**src/rtl/dram_port_arbiter_pkg.sv**
```systemverilog
// Shared types and defaults for the multi-core DRAM port arbiter.
// State and op encodings are used by the arbiter and visible to anything that imports the package.
package dram_port_arbiter_pkg;

  localparam int WIDTH_DEF      = 8;
  localparam int ADDR_WIDTH_DEF = 8;
  localparam int N_CORES_DEF    = 4;
  localparam int READ_LAT_DEF   = 2;

  // Read-latency countdown holds READ_LAT-1, and READ_LAT is at most 4.
  localparam int CNT_W = 2;

  typedef enum logic [1:0] {
    ARB_IDLE  = 2'd0,
    ARB_ISSUE = 2'd1,
    ARB_WAIT  = 2'd2,
    ARB_ACK   = 2'd3
  } arb_state_t;

  typedef enum logic {
    OP_RD = 1'b0,
    OP_WR = 1'b1
  } arb_op_t;

  function automatic int id_width(input int n);
    return (n <= 2) ? 1 : $clog2(n);
  endfunction

endpackage

```
**src/rtl/dram_port_arbiter_if.sv**
```systemverilog
// Core-request and DRAM-port bundle of the arbiter.
// The arbiter uses the slave view; the cores plus the DRAM use the master view.
interface dram_port_arbiter_if
  import dram_port_arbiter_pkg::*;
#(
  parameter int N_CORES    = N_CORES_DEF,
  parameter int WIDTH      = WIDTH_DEF,
  parameter int ADDR_WIDTH = ADDR_WIDTH_DEF
);

  logic [N_CORES-1:0]            req_read;
  logic [N_CORES-1:0]            req_write;
  logic [N_CORES*ADDR_WIDTH-1:0] req_addr;
  logic [N_CORES*WIDTH-1:0]      req_wdata;
  logic [N_CORES-1:0]            ack;
  logic [WIDTH-1:0]              rdata;
  logic [ADDR_WIDTH-1:0]         dram_addr;
  logic [WIDTH-1:0]              dram_wdata;
  logic                          dram_we;
  logic                          dram_re;
  logic [WIDTH-1:0]              dram_rdata;
  logic                          busy;

  modport slave (
    input  req_read, req_write, req_addr, req_wdata, dram_rdata,
    output ack, rdata, dram_addr, dram_wdata, dram_we, dram_re, busy
  );

  modport master (
    output req_read, req_write, req_addr, req_wdata, dram_rdata,
    input  ack, rdata, dram_addr, dram_wdata, dram_we, dram_re, busy
  );

endinterface

```
**src/rtl/dram_port_arbiter_rr_picker.sv**
```systemverilog
// Combinational round-robin picker: first requesting index above last_grant, with wrap-around.
module rr_picker
  import dram_port_arbiter_pkg::*;
#(
  parameter int N_CORES = N_CORES_DEF,
  localparam int IDW    = id_width(N_CORES)
) (
  input  logic [N_CORES-1:0] req,
  input  logic [IDW-1:0]     last_grant,
  output logic [IDW-1:0]     grant_idx,
  output logic               any
);

  // cand_idx[k] is the core with the k-th highest priority this round.
  logic [IDW-1:0] cand_idx [N_CORES];

  genvar gi;
  generate
    for (gi = 0; gi < N_CORES; gi++) begin : g_cand
      assign cand_idx[gi] = IDW'((int'(last_grant) + gi + 1) % N_CORES);
    end
  endgenerate

  always_comb begin
    grant_idx = '0;
    for (int k = N_CORES - 1; k >= 0; k--) begin
      if (req[cand_idx[k]]) grant_idx = cand_idx[k];
    end
  end

  assign any = |req;

endmodule

```
**src/rtl/dram_port_arbiter.sv**
```systemverilog
// Round-robin arbiter sharing one single-port data RAM between N_CORES requesting cores.
// One transaction at a time: IDLE -> ISSUE -> (WAIT) -> ACK -> IDLE.
module dram_port_arbiter
  import dram_port_arbiter_pkg::*;
#(
  parameter int WIDTH      = WIDTH_DEF,
  parameter int ADDR_WIDTH = ADDR_WIDTH_DEF,
  parameter int N_CORES    = N_CORES_DEF,
  parameter int READ_LAT   = READ_LAT_DEF
) (
  input logic                Clk,
  input logic                Rst,
  dram_port_arbiter_if.slave bus
);

  localparam int IDW = id_width(N_CORES);

  arb_state_t             state_reg, state_next;
  arb_op_t                op_reg;
  logic [IDW-1:0]         winner_reg;
  logic [IDW-1:0]         last_grant_reg;
  logic [ADDR_WIDTH-1:0]  addr_reg;
  logic [WIDTH-1:0]       wdata_reg;
  logic [WIDTH-1:0]       rdata_reg;
  logic [CNT_W-1:0]       cnt_reg;

  logic [N_CORES-1:0]     active;
  logic [IDW-1:0]         pick_idx;
  logic                   pick_any;
  logic [ADDR_WIDTH-1:0]  addr_arr  [N_CORES];
  logic [WIDTH-1:0]       wdata_arr [N_CORES];

  assign active = bus.req_read | bus.req_write;

  genvar gi;
  generate
    for (gi = 0; gi < N_CORES; gi++) begin : g_unpack
      assign addr_arr[gi]  = bus.req_addr[gi*ADDR_WIDTH +: ADDR_WIDTH];
      assign wdata_arr[gi] = bus.req_wdata[gi*WIDTH +: WIDTH];
      // Gated by Rst so a reset cycle never acks an aborted transaction.
      assign bus.ack[gi] = !Rst && (state_reg == ARB_ACK) && (winner_reg == IDW'(gi));
    end
  endgenerate

  rr_picker #(.N_CORES(N_CORES)) u_picker (
    .req        (active),
    .last_grant (last_grant_reg),
    .grant_idx  (pick_idx),
    .any        (pick_any)
  );

  always_ff @(posedge Clk) begin
    if (Rst) state_reg <= ARB_IDLE;
    else     state_reg <= state_next;
  end

  always_comb begin
    state_next = state_reg;
    case (state_reg)
      ARB_IDLE:  if (pick_any) state_next = ARB_ISSUE;
      ARB_ISSUE: state_next = (op_reg == OP_WR) ? ARB_ACK : ARB_WAIT;
      ARB_WAIT:  if (cnt_reg == '0) state_next = ARB_ACK;
      ARB_ACK:   state_next = ARB_IDLE;
      default:   state_next = ARB_IDLE;
    endcase
  end

  always_ff @(posedge Clk) begin
    if (Rst) begin
      op_reg         <= OP_RD;
      winner_reg     <= '0;
      last_grant_reg <= IDW'(N_CORES - 1);
      addr_reg       <= '0;
      wdata_reg      <= '0;
      rdata_reg      <= '0;
      cnt_reg        <= '0;
    end else begin
      case (state_reg)
        ARB_IDLE: begin
          if (pick_any) begin
            winner_reg <= pick_idx;
            addr_reg   <= addr_arr[pick_idx];
            wdata_reg  <= wdata_arr[pick_idx];
            op_reg     <= bus.req_write[pick_idx] ? OP_WR : OP_RD;
          end
        end
        ARB_ISSUE: cnt_reg <= CNT_W'(READ_LAT - 1);
        ARB_WAIT: begin
          // cnt==0 marks the cycle the RAM presents data for our dram_re.
          if (cnt_reg == '0) rdata_reg <= bus.dram_rdata;
          else               cnt_reg   <= cnt_reg - 1'b1;
        end
        ARB_ACK: last_grant_reg <= winner_reg;
        default: ;
      endcase
    end
  end

  assign bus.dram_addr  = addr_reg;
  assign bus.dram_wdata = wdata_reg;
  assign bus.dram_we    = !Rst && (state_reg == ARB_ISSUE) && (op_reg == OP_WR);
  assign bus.dram_re    = !Rst && (state_reg == ARB_ISSUE) && (op_reg == OP_RD);
  assign bus.rdata      = rdata_reg;
  assign bus.busy       = (state_reg != ARB_IDLE);

endmodule
```
**src/flat_wrapper.sv**
```systemverilog
// flat-port wrapper written by rule: the top's interface ports become plain ports
module dram_port_arbiter_flat import dram_port_arbiter_pkg::*;
#(
  parameter int WIDTH      = WIDTH_DEF,
  parameter int ADDR_WIDTH = ADDR_WIDTH_DEF,
  parameter int N_CORES    = N_CORES_DEF,
  parameter int READ_LAT   = READ_LAT_DEF
)
  (Clk, Rst, bus_req_read, bus_req_write, bus_req_addr, bus_req_wdata, bus_dram_rdata, bus_ack, bus_rdata, bus_dram_addr, bus_dram_wdata, bus_dram_we, bus_dram_re, bus_busy);
  dram_port_arbiter_if #(.N_CORES(N_CORES), .WIDTH(WIDTH), .ADDR_WIDTH(ADDR_WIDTH)) bus_i ();
  input logic Clk;
  input logic Rst;
  input wire logic [$bits(bus_i.req_read)-1:0] bus_req_read;
  input wire logic [$bits(bus_i.req_write)-1:0] bus_req_write;
  input wire logic [$bits(bus_i.req_addr)-1:0] bus_req_addr;
  input wire logic [$bits(bus_i.req_wdata)-1:0] bus_req_wdata;
  input wire logic [$bits(bus_i.dram_rdata)-1:0] bus_dram_rdata;
  output wire logic [$bits(bus_i.ack)-1:0] bus_ack;
  output wire logic [$bits(bus_i.rdata)-1:0] bus_rdata;
  output wire logic [$bits(bus_i.dram_addr)-1:0] bus_dram_addr;
  output wire logic [$bits(bus_i.dram_wdata)-1:0] bus_dram_wdata;
  output wire logic [$bits(bus_i.dram_we)-1:0] bus_dram_we;
  output wire logic [$bits(bus_i.dram_re)-1:0] bus_dram_re;
  output wire logic [$bits(bus_i.busy)-1:0] bus_busy;
  assign bus_i.req_read = bus_req_read;
  assign bus_i.req_write = bus_req_write;
  assign bus_i.req_addr = bus_req_addr;
  assign bus_i.req_wdata = bus_req_wdata;
  assign bus_i.dram_rdata = bus_dram_rdata;
  assign bus_ack = bus_i.ack;
  assign bus_rdata = bus_i.rdata;
  assign bus_dram_addr = bus_i.dram_addr;
  assign bus_dram_wdata = bus_i.dram_wdata;
  assign bus_dram_we = bus_i.dram_we;
  assign bus_dram_re = bus_i.dram_re;
  assign bus_busy = bus_i.busy;
  dram_port_arbiter #(.WIDTH(WIDTH), .ADDR_WIDTH(ADDR_WIDTH), .N_CORES(N_CORES), .READ_LAT(READ_LAT)) u_core (.Clk(Clk), .Rst(Rst), .bus(bus_i));
endmodule
```
**config.mk**
```make
export PLATFORM = sky130hd
export DESIGN_NAME = dram_port_arbiter_flat
export DESIGN_NICKNAME = d
export VERILOG_FILES = /design/src/rtl/dram_port_arbiter_pkg.sv /design/src/rtl/dram_port_arbiter_if.sv /design/src/rtl/dram_port_arbiter_rr_picker.sv /design/src/rtl/dram_port_arbiter.sv /design/src/flat_wrapper.sv
export SDC_FILE = /design/constraint.sdc
export NUM_CORES = 1
export LEC_CHECK = 0
export CAP_MARGIN = 10
export CORE_ASPECT_RATIO = 1.2
export CORE_MARGIN = 4
export CORE_UTILIZATION = 36
export CTS_CLUSTER_DIAMETER = 100
export DETAILED_ROUTE_END_ITERATION = 8
export GPL_TIMING_DRIVEN = 0
export PLACE_DENSITY_LB_ADDON = 0.08
export SLEW_MARGIN = 5
export SYNTH_ARGS = -nofsm -noshare
export SYNTH_HDL_FRONTEND = slang
export SYNTH_SLANG_ARGS = --single-unit
```
**constraint.sdc**
```tcl
create_clock -name Clk -period 2.3 [get_ports Clk]
set_clock_uncertainty 0.15 [all_clocks]
set_input_delay 0.575 -clock Clk [delete_from_list [all_inputs] [get_ports Clk]]
set_output_delay 0.575 -clock Clk [all_outputs]
set_load 0.05 [all_outputs]
```
==> metrics, run 1 <==
end point of the most critical hold path u_core.bus.rdata[0]; Clock Latency Late Sink 0.29 ns; Reg2Reg Capture Point u_core.bus.dram_addr[5]; gr usage total 19.82%; EDFF count, synth 0; I/O pins 113; antenna violations before repair 0; Worst Max-Slew Pin Slew 0.6868 ns; area share of the leading cell type in the synthesized netlist 31.34%; number of buffers between clock root and the deepest sink 2; final hold vios 0; Die W 77.86 um; depth of the worst register-to-register path 8; Max FO, Critical Path 3; post-synthesis register bit count 33; instance count along the most critical hold path 2; sort of element at the end of the critical path flop; wire length on met2 3901 um; HP Class reg -> reg; Post-layout nets 456; Detailed Route WL 7285 um; most area-hungry cell type in the Yosys netlist sky130_fd_sc_hd__dfxtp_1; Final GP Congestion 0.7233; first-iteration detailed-routing DRC count 60; clock-pin slew of the registers on the worst-case setup and hold paths 0.07 ns; pin count of the biggest net entering global routing 12; number of max-cap violations 0; WL per Instance 16.19 um; Worst Path Required 2.33 ns; worst slew margin relative to its limit 54.21%; amount of wire on met3 after detailed routing 454 um; Avg Cell Area, Syn 9.127 sq um; switching share of total power 48.33%; total routed wire length on the met1 layer 2827 um; number of warning messages in the yosys log 0; syn_nets 318; Reg power frac 23.7%; R2R Setup Slk 0.12 ns; DRC violations left 0; startpoint-to-endpoint class of the critical path in -> reg; Buffers on Ports 111; Leakage Power 1.520 nW; fin crit share 98.09%; Netlist Area Pre-Place 2108 sq um; vias in the first global route 2332; Reg-to-Reg Start u_core.last_grant_reg[1]; proportion of register bits with asynchronous set or reset after synthesis 0%; instance count of the mapped netlist 231; number of detailed-routing iterations run before antenna repair 4; total congestion overflow after global routing 0; number of distinct library cells after synthesis 47; number of placed cells counting well taps 422; number of sinks driven by the clock tree 33; run status completed; CTS Root Cell sky130_fd_sc_hd__clkbuf_8; total of endpoints with negative setup slack in the final report 0; final standard cell count with taps included and fillers excluded 450; net switching component of the power 1.929 mW; count of antenna-violating nets left after detailed routing 0; Max VDD drop 0.6464 mV; vertical die dimension 91.83 um; vias per cell 5.149; area of the die 7150 sq um; portion of total power attributed to the clock network 11.1%; TritonCTS Buffers 5; fraction of layout instances using a drive strength above 1 31.35%; DR vias 2317; clock tree from TritonCTS built; Critical Path Source Type primary input; Highest Signal Layer met4; Pwr per Cell Area 1037 nW/um^2; Synth area leaders sky130_fd_sc_hd__dfxtp_1 (31%), sky130_fd_sc_hd__mux2i_1 (8.1%), sky130_fd_sc_hd__nor4b_1 (6.6%), sky130_fd_sc_hd__a2111oi_2 (6.4%), sky130_fd_sc_hd__a211oi_1 (6.4%); final critical-path required period 2.256 ns; worst path arrival time 2.29 ns; Primary FF master, synth sky130_fd_sc_hd__dfxtp_1; Internal Power 2.062 mW; worst hold start u_core.bus.rdata[0]; power share of the combinational group 65.3%; first-pass GRT wire length 11300 um; number of H-tree levels 2; standard cell core area 5668 sq um; Seq/Total Area, Yosys 31.34%; maximum achievable frequency 443.3 MHz; effective utilization at floorplan 37.20%; Pins Over Slew Limit 0; fin util 67.92%; Layout Area Growth over Synthesis 82.61%; total power consumption of the routed design 3.991 mW; FP Rows 30; Antenna Diode Count 0; Detailed Place HPWL 4995 um
[worst max-delay path, stage by stage]
cell and delay [ns]:
sky130_fd_sc_hd__buf_6 0.10, sky130_fd_sc_hd__or2_4 0.26, sky130_fd_sc_hd__a2111oi_4 0.37, sky130_fd_sc_hd__buf_6 0.16, sky130_fd_sc_hd__nor3_4 0.04, sky130_fd_sc_hd__buf_6 0.13
sky130_fd_sc_hd__buf_6 0.11, sky130_fd_sc_hd__mux2_4 0.29, sky130_fd_sc_hd__a211o_1 0.25
[metal layers]
| metal | vias to the layer above | track usage, % |
|---|---|---|
| met5 | - | 0 |
| met3 | 10 | 6.189 |
| li1 | 1153 | - |
| met4 | 0 | 7.418 |
| met2 | 68 | 34.36 |
| met1 | 1086 | 22.51 |
[power groups by stage]
stage,registers (mW),clock network (mW),logic (mW)
3_5_place_dp,0.950,0,2.30
3_3_place_gp,0.946,0,2.28
5_1_grt,0.975,0.482,2.79
6_report,0.944,0.442,2.60
4_1_cts,0.942,0.456,2.47
2_1_floorplan,1.47,0,1.03
[cells in the mapped netlist (3+ instances only)]
master                      count
sky130_fd_sc_hd__nor2b_1        3
sky130_fd_sc_hd__a211o_1        3
sky130_fd_sc_hd__a2111oi_2      9
sky130_fd_sc_hd__a21oi_1       13
sky130_fd_sc_hd__mux2i_1       17
sky130_fd_sc_hd__buf_6          4
sky130_fd_sc_hd__nor4b_1       16
sky130_fd_sc_hd__nor3_1         4
sky130_fd_sc_hd__a211oi_1      18
sky130_fd_sc_hd__nand2_1       19
sky130_fd_sc_hd__nor3b_1        3
sky130_fd_sc_hd__a2111oi_0      6
sky130_fd_sc_hd__ha_1           5
sky130_fd_sc_hd__dfxtp_1       33
sky130_fd_sc_hd__inv_1          6
sky130_fd_sc_hd__nor2_1        27
sky130_fd_sc_hd__clkbuf_1       8
[per-stage QoR]
step / hold WS [ns] / worst slack (ns) / setup TNS [ns] / cell area [sq um]
floorplan: 0.3044 / -0.02880 / -0.02880 / 2127
global placement: 0.2908 / -0.9662 / -19.44 / 3338
detailed placement: 0.2983 / -0.9717 / -19.60 / 3338
CTS: 0.3089 / -0.007121 / -0.007121 / 3674
global route: 0.3238 / -0.03736 / -0.1742 / 3850
finish: 0.3064 / 0.04394 / 0 / 3850
[area by class of cell]
| class | instances | area (sq um) |
|---|---|---|
| Fill cell | 471 | 1818 |
| Multi-Input combinational cell | 173 | 1541 |
| Timing Repair Buffer | 132 | 1277 |
| Sequential cell | 33 | 660.6 |
| Buffer | 18 | 161.4 |
| Tap cell | 80 | 100.1 |
| Clock buffer | 5 | 68.82 |
| Inverter | 6 | 22.52 |
| Clock inverter | 3 | 17.52 |
[layout by cell type, fill, tap and decap left out, types with 3 or more instances in the layout]
cell type,count
sky130_fd_sc_hd__buf_6,11
sky130_fd_sc_hd__clkbuf_8,5
sky130_fd_sc_hd__dfxtp_1,33
sky130_fd_sc_hd__a211oi_1,6
sky130_fd_sc_hd__mux2i_1,15
sky130_fd_sc_hd__a211o_1,3
sky130_fd_sc_hd__a211oi_2,12
sky130_fd_sc_hd__ha_1,4
sky130_fd_sc_hd__buf_4,21
sky130_fd_sc_hd__buf_2,7
sky130_fd_sc_hd__a2111oi_2,11
sky130_fd_sc_hd__clkdlybuf4s50_1,96
sky130_fd_sc_hd__a21oi_1,11
sky130_fd_sc_hd__nor2_1,25
sky130_fd_sc_hd__a2111oi_1,5
sky130_fd_sc_hd__nor4b_2,11
sky130_fd_sc_hd__clkbuf_1,3
sky130_fd_sc_hd__nor4b_1,3
sky130_fd_sc_hd__clkbuf_2,5
sky130_fd_sc_hd__inv_1,6
sky130_fd_sc_hd__nand2_1,19
[what timing repair did]
item | in CTS | in global routing
hold buffers | 0 | 0
gates resized for setup | 90 | 54
buffers inserted | 14 | 4
cloned | 1 | 2
setup endpoints to repair | 26 | 24
pin swaps | 12 | 13
[cell families after synthesis]
logic type | share of synthesized area (%)
compound gates | 25.40
simple gates | 24.21
mux | 8.783
flops | 31.34
buf+inv | 7.299
fa+ha+maj | 2.967
[worst max-delay path by stage]
stage / slack [ns] / start / cells past startpoint / end
CTS: -0.007 / bus_req_write[0] / 9 / u_core.bus.dram_addr[5]
global placement: -0.97 / bus_req_write[2] / 6 / u_core.bus.dram_addr[2]
floorplan: -0.03 / Rst / 3 / bus_ack[0]
global route: -0.04 / bus_req_read[0] / 9 / u_core.bus.dram_addr[1]
finish: 0.04 / bus_req_read[0] / 9 / u_core.bus.dram_addr[5]
detailed placement: -0.97 / bus_req_write[2] / 6 / u_core.bus.dram_addr[2]
Power figures use the tool's default switching activity.
==> inputs of run 2 (changes only) <==
Settings changed: CORE_UTILIZATION 36 to 37, CTS_BUF_LIST from default to sky130_fd_sc_hd__clkbuf_4.
==> run 2 against run 1 <==
Compared with the run above:
- final area shrank 0.75%
- combinational power is essentially flat
- critical path depth shrank 5
- core utilization grew 2.8 points
- critical path type is now reg -> out
- largest power group unchanged
==> metrics, run 2 (synthesized netlist as in run 1, its figures left out) <==
run status completed; Worst Max-Slew Pin Slew 0.7078 ns (+0.02100 ns); I/O pins 113 (unchanged); standard cell core area 5406 sq um (-4.6%); FP Rows 29 (-3.3%); total of endpoints with negative setup slack in the final report 0 (unchanged); final hold vios 0 (unchanged); power share of the combinational group 64.7% (-0.6 points); Internal Power 2.085 mW (+1.1%); number of buffers added to fix hold violations after cts 0 (unchanged); clock tree from TritonCTS built; Antenna Diode Count 0 (unchanged); Post-layout nets 450 (-1.3%); Buffers on Ports 111 (unchanged); Pwr per Cell Area 1038 nW/um^2 (+0.18%); Clock Latency Late Sink 0.33 ns (+0.04 ns); vias in the first global route 2321 (-0.47%); DRC violations left 0 (unchanged); sort of element at the end of the critical path primary output; number of placed cells counting well taps 404 (-4.3%); Layout Area Growth over Synthesis 81.25%; Max VDD drop 0.8149 mV (+26%); effective utilization at floorplan 39.00% (+1.8 points); first-pass GRT wire length 11230 um (-0.61%); startpoint-to-endpoint class of the critical path reg -> out; commonest cells after routing, fill and taps aside sky130_fd_sc_hd__clkdlybuf4s50_1 (95), sky130_fd_sc_hd__dfxtp_1 (30), sky130_fd_sc_hd__nor2_1 (25); pin count of the biggest net entering global routing 11 (-1); fin crit share 97.34% (-0.75 points); Die W 76.91 um (-1.2%); Max FO, Critical Path 5 (+2); area of the die 6975 sq um (-2.4%); worst slew margin relative to its limit 52.81% (-1.4 points); number of detailed-routing iterations run before antenna repair 4 (unchanged); number of H-tree levels 2 (unchanged); CTS Root Cell sky130_fd_sc_hd__clkbuf_4; Critical Path Source Type flop; TritonCTS Buffers 5 (unchanged); leading cell type in the layout, fill and taps excluded sky130_fd_sc_hd__clkdlybuf4s50_1; DR vias 2322 (+0.22%); Leakage Power 1.513 nW (-0.45%); antenna violations before repair 0 (unchanged); Sum Neg Setup Slack 0 ns (unchanged); Pins Over Slew Limit 0 (unchanged); HP Class reg -> reg; vertical die dimension 90.69 um (-1.2%); Reg power frac 24.1% (+0.4 points); number of max-cap violations 0 (unchanged); clock-pin slew of the registers on the worst-case setup and hold paths 0.10 ns (+0.03 ns); maximum achievable frequency 446.7 MHz (+0.77%); Final GP Congestion 0.7458 (+3.1%); met1 usage in global routing 21.75% (-0.76 points); WL per Instance 16.96 um (+4.8%); final standard cell count with taps included and fillers excluded 426 (-5.3%); global routing's busiest layer met2; Detailed Route WL 7226 um (-0.81%); number of sinks driven by the clock tree 33 (unchanged); total power consumption of the routed design 3.968 mW (-0.57%); gr usage total 20.01% (+0.19 points); fraction of layout instances using a drive strength above 1 30.22% (-1.1 points); total congestion overflow after global routing 0 (unchanged); count of antenna-violating nets left after detailed routing 0 (unchanged); Worst Path Required 1.57 ns (-0.76 ns); worst path arrival time 1.51 ns (-0.78 ns); global routing met2 resource utilization 36.34% (+2.0 points); global routing usage on met3 5.988% (-0.20 points); Detailed Place HPWL 5078 um (+1.7%); portion of total power attributed to the clock network 11.2% (about the same); final critical-path required period 2.239 ns (-0.01720 ns); vias per cell 5.451 (+5.9%); net switching component of the power 1.883 mW (-2.4%); first-iteration detailed-routing DRC count 69 (+15%); number of buffers between clock root and the deepest sink 2 (unchanged); switching share of total power 47.45% (-0.89 points)
## run 2: area by class of cell
cell class,count,area [sq um]
Fill cell,435,1585
Inverter,6,22.52
Clock buffer,6,45.04
Multi-Input combinational cell,173,1604
Tap cell,62,77.57
Buffer,17,131.4
Clock inverter,2,33.78
Sequential cell,33,664.4
Timing Repair Buffer,127,1242
## run 2: what timing repair did
| action | in CTS | in global routing |
|---|---|---|
| buffers inserted | 13 | 2 |
| resized for setup | 91 | 45 |
| cloned | 1 | 0 |
| pin swaps | 11 | 11 |
| setup endpoints to repair | 25 | 23 |
## run 2: metrics by stage
stage | util [%] | worst slack, ns | hold WS [ns] | area [sq um]
after global placement | 61.33 | -1.036 | 0.2934 | 3316
after floorplan | - | -0.02880 | 0.3044 | 2127
after global routing | 70.68 | -0.02872 | 0.3337 | 3821
final | 70.68 | 0.06114 | 0.3093 | 3821
after CTS | 68.27 | 0.002090 | 0.3124 | 3691
after detailed placement | 61.33 | -1.084 | 0.2979 | 3316
## run 2: layer usage
| layer | share of wire [%] | routed length (um) |
|---|---|---|
| met5 | 0 | 0 |
| met4 | 1.7 | 121 |
| met3 | 7.7 | 556 |
| met2 | 51 | 3683 |
| met1 | 40 | 2866 |
## run 2: worst paths after layout
| path | slack [ns] | endpoint | startpoint | depth (start not counted) |
|---|---|---|---|---|
| max reg2reg | 0.16 | u_core.bus.dram_wdata[3] | u_core.last_grant_reg[0] | 5 |
| max | 0.06 | bus_ack[0] | u_core.state_reg[1] | 4 |
| min reg2reg | 0.31 | u_core.bus.rdata[0] | u_core.bus.rdata[0] | 2 |
| min | 0.31 | u_core.bus.rdata[0] | u_core.bus.rdata[0] | 2 |
## run 2: power groups by stage
| stage | combinational, mW | clock [mW] | sequential, mW |
|---|---|---|---|
| floorplan | 1.03 | 0 | 1.47 |
| global placement | 2.28 | 0 | 0.943 |
| detailed placement | 2.29 | 0 | 0.951 |
| CTS | 2.51 | 0.453 | 0.942 |
| global route | 2.73 | 0.471 | 0.988 |
| finish | 2.57 | 0.444 | 0.958 |
## run 2: critical path: stages, from the launching register on
cell,delay [ns]
sky130_fd_sc_hd__dfxtp_2,0.38
sky130_fd_sc_hd__ha_2,0.23
sky130_fd_sc_hd__nor2b_4,0.18
sky130_fd_sc_hd__nor3b_4,0.21
sky130_fd_sc_hd__buf_6,0.18
